$ cat src/rtl/i2c_master.sv
// i2c_master: single-byte I2C initiator (START, address+R/W, one data byte, STOP) on open-drain sda/scl.
// Define I2C_STRETCH_EN to let a target stretch SCL by holding the quarter counter at the end of q2.
module i2c_master #(
  parameter int QTR_CYCLES = 250
) (
  input  logic       clk,
  input  logic       rst,
  input  logic       start,
  input  logic       rw,
  input  logic [6:0] adress,
  input  logic [7:0] data,
  output logic [7:0] out,
  output logic       busy,
  output logic       done,
  output logic       ack_err,
  input  logic       i_sda,
  input  logic       i_scl,
  output logic       o_sda,
  output logic       o_scl,
  output logic       o_sda_en,
  output logic       o_scl_en
);
  localparam int QW = $clog2(QTR_CYCLES);
  typedef enum logic [3:0] {IDLE, START, ADDR, AACK, WDATA, WACK, RDATA, RNACK, STOP} state_t;
  state_t r_state, w_next;
  logic [QW-1:0] r_qcnt;
  logic [1:0] r_q, r_sda_s, r_scl_s;
  logic [2:0] r_bit;
  logic [7:0] r_abyte, r_data, r_sh, r_out;
  logic r_smp, r_done, r_ack_err;
  logic w_qend, w_hold, w_tick, w_sample, w_slot_end;
  assign o_sda = 1'b0;
  assign o_scl = 1'b0;
  assign out = r_out;
  assign done = r_done;
  assign ack_err = r_ack_err;
  assign busy = r_state != IDLE;
  assign w_qend = r_qcnt == QW'(QTR_CYCLES - 1);
`ifdef I2C_STRETCH_EN
  // Holding only on the last q2 cycle hides the synchronizer latency on an unstretched bus.
  assign w_hold = r_q == 2'd2 && w_qend && !r_scl_s[1];
`else
  assign w_hold = 1'b0 & ~r_scl_s[1];
`endif
  assign w_tick = w_qend && !w_hold;
  assign w_sample = w_tick && r_q == 2'd2;
  assign w_slot_end = w_tick && r_q == 2'd3;
  always_ff @(posedge clk) begin
    if (rst) r_state <= IDLE;
    else r_state <= w_next;
  end
  always_comb begin
    w_next = r_state;
    if (r_state == IDLE) w_next = start ? START : IDLE;
    else if (w_slot_end)
      case (r_state)
        START:   w_next = ADDR;
        ADDR:    w_next = &r_bit ? AACK : ADDR;
        AACK:    w_next = r_smp ? STOP : r_abyte[0] ? RDATA : WDATA;
        WDATA:   w_next = &r_bit ? WACK : WDATA;
        WACK:    w_next = STOP;
        RDATA:   w_next = &r_bit ? RNACK : RDATA;
        RNACK:   w_next = STOP;
        default: w_next = IDLE;
      endcase
    o_scl_en = r_state == START ? r_q == 2'd3 : r_state == STOP ? r_q == 2'd0 : r_state != IDLE && !r_q[1];
    o_sda_en = r_state == START ? r_q[1] : r_state == STOP ? r_q != 2'd3 :
               r_state == ADDR ? !r_abyte[~r_bit] : r_state == WDATA ? !r_data[~r_bit] : 1'b0;
  end
  always_ff @(posedge clk) begin
    r_sda_s <= {r_sda_s[0], i_sda};
    r_scl_s <= {r_scl_s[0], i_scl};
    r_done <= 1'b0;
    if (rst) begin
      r_qcnt <= '0;
      r_q <= '0;
      r_bit <= '0;
      r_out <= '0;
      r_ack_err <= 1'b0;
      r_sda_s <= 2'b11;
      r_scl_s <= 2'b11;
    end else if (r_state == IDLE) begin
      if (start) begin
        r_abyte <= {adress, rw};
        r_data <= data;
        r_ack_err <= 1'b0;
      end
    end else begin
      if (!w_hold) r_qcnt <= w_qend ? '0 : r_qcnt + 1'b1;
      if (w_tick) r_q <= r_q + 1'b1;
      if (w_sample) begin
        r_smp <= r_sda_s[1];
        if (r_state == RDATA) r_sh <= {r_sh[6:0], r_sda_s[1]};
      end
      if (w_slot_end) begin
        if (r_state inside {ADDR, WDATA, RDATA}) r_bit <= r_bit + 1'b1;
        if (r_state inside {AACK, WACK} && r_smp) r_ack_err <= 1'b1;
        if (r_state == STOP) begin
          r_done <= 1'b1;
          if (r_abyte[0] && !r_ack_err) r_out <= r_sh;
        end
      end
    end
  end
endmodule

$ cat config.mk
export PLATFORM = sky130hd
export DESIGN_NAME = i2c_master
export DESIGN_NICKNAME = d
export VERILOG_FILES = /design/src/rtl/i2c_master.sv
export SDC_FILE = /design/constraint.sdc
export NUM_CORES = 1
export LEC_CHECK = 0
export BUFFER_PORTS_ARGS = -buffer_cell sky130_fd_sc_hd__buf_4
export CORE_ASPECT_RATIO = 1.1
export CORE_UTILIZATION = 48
export DETAILED_ROUTE_END_ITERATION = 10
export PLACE_DENSITY = 0.72
export SETUP_SLACK_MARGIN = 0.4
export SYNTH_ARGS = -nofsm -noshare
export SYNTH_HDL_FRONTEND = slang
export SYNTH_SLANG_ARGS = --single-unit
$ cat constraint.sdc
create_clock -name clk -period 1.9 [get_ports clk]
set_input_delay 0.38 -clock clk [delete_from_list [all_inputs] [get_ports clk]]
set_output_delay 0.38 -clock clk [all_outputs]
set_load 0.02 [all_outputs]
; After elaboration in Yosys (flattened, before gate mapping)
; Cells that the tools add are included.
[word_totals]
regBits = 54
wordCells = 84
[op_classes]
n_addsub = 3
magnitude_cmp = 1
n_eq_ne = 13
mux = 25
n_bitwise = 4
reduce_logical = 26
[op_table]
columns = operator, n
row1 = $pmux W4 S6, 1
row2 = $mux W1, 17
row3 = $eq A4 B3 Y1 const B, 4
row4 = $reduce_and A3 Y1, 5
row5 = $mux W4, 3
row6 = $add A8 B1 Y8 const B, 1
row7 = $eq A4 B2 Y1 const B, 2
row8 = $eq A8 B8 Y1 const B, 1
row9 = $mux W8, 1
row10 = $reduce_and A4 Y1, 2
row11 = $bmux W1 S3, 2
row12 = $reduce_bool A2 Y1, 3
row13 = $logic_and A1 B1 Y1, 5
row14 = $eq A2 B2 Y1 const B, 2
row15 = $eq A4 B1 Y1 const B, 1
row16 = $eq A4 B4 Y1 const B, 1
row17 = $logic_not A1 Y1, 4
row18 = $logic_not A4 Y1, 1
row19 = $lt A3 B4 Y1 const B, 1
row20 = $ne A2 B2 Y1 const B, 2
row21 = $reduce_bool A4 Y1, 1
row22 = $add A3 B1 Y3 const B, 1
row23 = $not A1 Y1, 3
row24 = $not A3 Y3, 1
row25 = other kinds (7), 7

; Longest topological paths before layout
[logic_depth]
word_depth = 8
ltp_mapped = 6
mapped_depth_nobuf = 6

; Worst setup path before layout
; Ideal clock, no wire load.
[synth_path]
path_type = register to output
from = reg r_bit[0]
to = out o_sda_en
arrival_time_ns = 1.818
t_required_ns = 1.520
setup_slack_ns = -0.298
stages_incl_launch_ff = 6
path_buffers = 1
path_cell_list = dfxtp_1 -> clkbuf_1 -> mux4_2 -> nor4b_1 -> o31ai_1 -> o21ai_1
[synth_via]
elab_chain_len = 8
[synth_rtl]
columns = item, line
row1 = "start, declared", 28  ; logic [2:0] r_bit;
row2 = "start signal, assigned", 96  ; if (r_state inside {ADDR, WDATA, RDATA}) r_bit <= r_bit + 1'b1;
row3 = $not A3 Y3 *, 68  ; r_state == ADDR ? !r_abyte[~r_bit] : r_state == WDATA ? !r_data[~r_bit] : 1'b0;
row4 = $bmux W1 S3, 68
row5 = $mux W1 (not written as such), 68
row6 = $logic_not A1 Y1, 68
row7 = $mux W1, 68
row8 = $mux W1 *, 68
row9 = $mux W1 * (2 in series), 67  ; o_sda_en = r_state == START ? r_q[1] : r_state == STOP ? r_q != 2'd3 :
row10 = "end, declared", 20  ; output logic o_sda_en,
; Mark *: on every way between the ends. The rest lies on a longest branch, timed or not. The select of a mux whose other input is x is not followed.

; Worst setup path after layout
; Same ends and word-level chain as after synthesis.

==> results.sh <==
export IMPL_synth_area_per_cell_um2=11.46
export IMPL_setup_worst_path_class="reg -> out"
export IMPL_ctsLongestPathBuffers=2
export IMPL_cp_num_cells=5
export IMPL_track_usage_pct=19.60
export IMPL_clk_latency_ns=0.32
export IMPL_setup_slack_ns=-0.2873
export IMPL_final_setup_viol_count=2
export IMPL_min_path_type="in -> reg"
export IMPL_totalWireLength_mm=4.927
export IMPL_layout_drive_gt1_share_pct=49.47
export IMPL_start_kind="flop"
export IMPL_p_leak_nw=1.320
export IMPL_antenna_found_initial=0
export IMPL_max_clock_freq_mhz=457.2
export IMPL_max_stage_delay_ns=0.53
export IMPL_syn_area_um2=2486
export IMPL_post_drt_wl_per_cell_um=14.45
export IMPL_num_rows=27
export IMPL_rsz0062_at_grt="yes"
export IMPL_die_w_um=70.62
export IMPL_ys_ff_latch=54
export IMPL_synth_ff_type="dfxtp_1"
export IMPL_first_pass_iters=7
export IMPL_max_vdd_ir_drop_uv=507.1
export IMPL_clkTransAtPathRegs_ns=0.10
export IMPL_final_core_util_pct=69.99
export IMPL_maxSlewViolCount=0
export IMPL_grt_first_pass_wirelength_mm=8.252
export IMPL_synth_cell_types=49
export IMPL_antenna_left=0
export IMPL_critPathRequiredTime_ns=1.52
export IMPL_mostFrequentLayoutCell="buf_4"
export IMPL_hold_path_depth=1
export IMPL_io_pins=36
export IMPL_skew_ns=0.01289
export IMPL_postCtsHoldBufs=0
export IMPL_hpwl_mm=2.977
export IMPL_first_global_vias=1746
export IMPL_ff2ff_path_depth=7
export IMPL_dpl_worst_slack_ns=-0.01245
export IMPL_path_delay_family="multiplexers"
export IMPL_crit_buf_inv=1
export IMPL_cts_buffers=5
export IMPL_via_per_inst=5.326
export IMPL_ys_seq_area_share_pct=53.55
export IMPL_core_um2=5000
export IMPL_htree_levels=2
export IMPL_port_buffers=32
export IMPL_violations="design-rule violations, negative setup slack"
export IMPL_worstPathMaxFanout=4
export IMPL_fin_crit_ns=2.187
export IMPL_die_y_um=77.48
export IMPL_slowest_stage="mux4_2"
export IMPL_status="finished with violations"
export IMPL_die_area_um2=5472
export IMPL_hold_viol_final=0
export IMPL_final_cell_mix="buf_4, edfxtp_1, buf_6"
export IMPL_cts_tree="built"
export IMPL_maxCapViolCount=0
export IMPL_holdWs_ns=0.2326
export IMPL_root_buffer="clkbuf_8"
export IMPL_layout_nets=310
export IMPL_drc_errors=6
export IMPL_start_util_pct=49.72
export IMPL_syn_inst=217
export IMPL_synth_edf_count=25
export IMPL_cts_sinks=54
export IMPL_worstSetupEndpointType="output pin"
export IMPL_num_antenna_cells=0
export IMPL_yosysWarnings=0
export IMPL_p_per_area_nw_per_um2=613.9
export IMPL_synth_async_sr_flop_share_pct=0
export IMPL_drt_initial_drc_count=89
export IMPL_ff2ff_setup_slack_ns=0.15
export IMPL_fin_total_pwr_w=0.002148
export IMPL_gp_congestion=0.8261
export IMPL_fin_setup_tns_ns=-0.3325
export IMPL_grt_max_degree=39
export IMPL_dr_total_vias=1816
export IMPL_cp_arrival_ns=1.81
export IMPL_path_cells="mux4_2 -> nor4b_4 -> o31ai_2 -> o21ai_2 -> buf_6"
export IMPL_area_delta_synth_final_pct=40.77
export IMPL_grt_overflow=0
export IMPL_period_share_pct=115.1
## flip-flops by register name (all words and copies together) (netlist names)
name / count
r_sda_s: 2
r_abyte: 8
r_q: 2
r_state: 4
done: 1
r_smp: 1
ack_err: 1
r_data: 8
out: 8
r_bit: 3
r_qcnt: 8
r_sh: 8
## kinds of logic (layout without fill, tap and decap cells)
group | Yosys count | after routing | synth area share, %
flip-flops | 54 | 54 | 53.55
AND/OR/NAND/NOR | 90 | 90 | 22.65
adder cells (fa/ha/maj) | 7 | 7 | 3.523
XOR/XNOR | 9 | 9 | 3.170
multiplexers | 18 | 18 | 8.455
buffers and inverters | 18 | 83 | 3.220
other | 1 | 2 | 0.1508
AO/OA/AOI/OAI | 20 | 20 | 5.284
## synthesized netlist by cell type (all sizes together), types with 2 or more instances
cell / count / share of area, %
xnor2: 5 / 1.8
nor4b: 3 / 1.1
or2: 2 / 0.50
nor2b: 5 / 1.3
o21ai: 4 / 0.80
mux2: 4 / 1.8
and3b: 2 / 0.70
buf: 4 / 0.96
clkbuf: 9 / 1.4
nor3: 5 / 1.2
inv: 5 / 0.86
o31ai: 2 / 0.60
dfxtp: 29 / 23
and3: 2 / 0.50
a31oi: 2 / 0.50
mux2i: 12 / 4.8
nand2: 8 / 1.2
a21oi: 5 / 1.0
nand4: 5 / 1.3
mux4: 2 / 1.8
nand3: 7 / 1.9
or3: 2 / 0.50
o21a: 2 / 0.60
nor4: 3 / 2.0
nand3b: 4 / 1.2
xor2: 4 / 1.4
nor2: 16 / 2.4
nand2b: 22 / 5.5
edfxtp: 25 / 30
ha: 7 / 3.5
## worst paths after layout
check / startpoint / end
max: r_bit[0]$_SDFFE_PP0P_ / o_sda_en
max reg2reg: r_state[2]$_SDFFE_PP0P_ / r_bit[0]$_SDFFE_PP0P_
min: rw / r_abyte[0]$_DFFE_PP_
min reg2reg: r_sda_s[0]$_SDFF_PP1_ / r_sda_s[1]$_SDFF_PP1_
## worst register-to-register path, stage by stage, from the launching register on
cell	delay [ns]
dfxtp_4	0.37
buf_6	0.12
nor4_4	0.34
buf_4	0.19
buf_6	0.10
nor3_4	0.04
and3_4	0.17
mux2_4	0.30
## per-layer routing
| layer | track usage (%) | wire [um] |
|---|---|---|
| met4 | 9.400 | 137 |
| met5 | 0 | 0 |
| met1 | 24.62 | 2188 |
| met3 | 3.636 | 169 |
| met2 | 32.62 | 2431 |
## layout make-up
class | count | area (um^2)
timing repair buffer | 70 | 635.6
multi-input combinational | 146 | 1310
clock buffer | 5 | 68.82
sequential | 54 | 1363
fill | 337 | 1500
inverter | 5 | 21.27
clock inverter | 3 | 28.78
tap | 58 | 72.57
## through the flow
step | cell area (um^2) | cells
4_1_cts | 3346 | 336
6_report | 3500 | 341
2_1_floorplan | 2597 | 218
5_1_grt | 3500 | 341
3_3_place_gp | 2960 | 312
3_5_place_dp | 2960 | 312
## what timing repair did
action,4_1_cts,5_1_grt
cloned,1,0
endpoints found under the setup margin,51,54
setup buffers,15,5
hold endpoints to repair,0,0
pin swaps,7,16
gates resized for setup,43,35
## power by group
part	internal, W	switching (W)
Clock	0.000274	0.000407
Combinational	0.000124	0.0000949
Sequential	0.00123	0.0000179
Total	0.00163	0.000520
No activity file was read; power rests on OpenSTA's default activity.
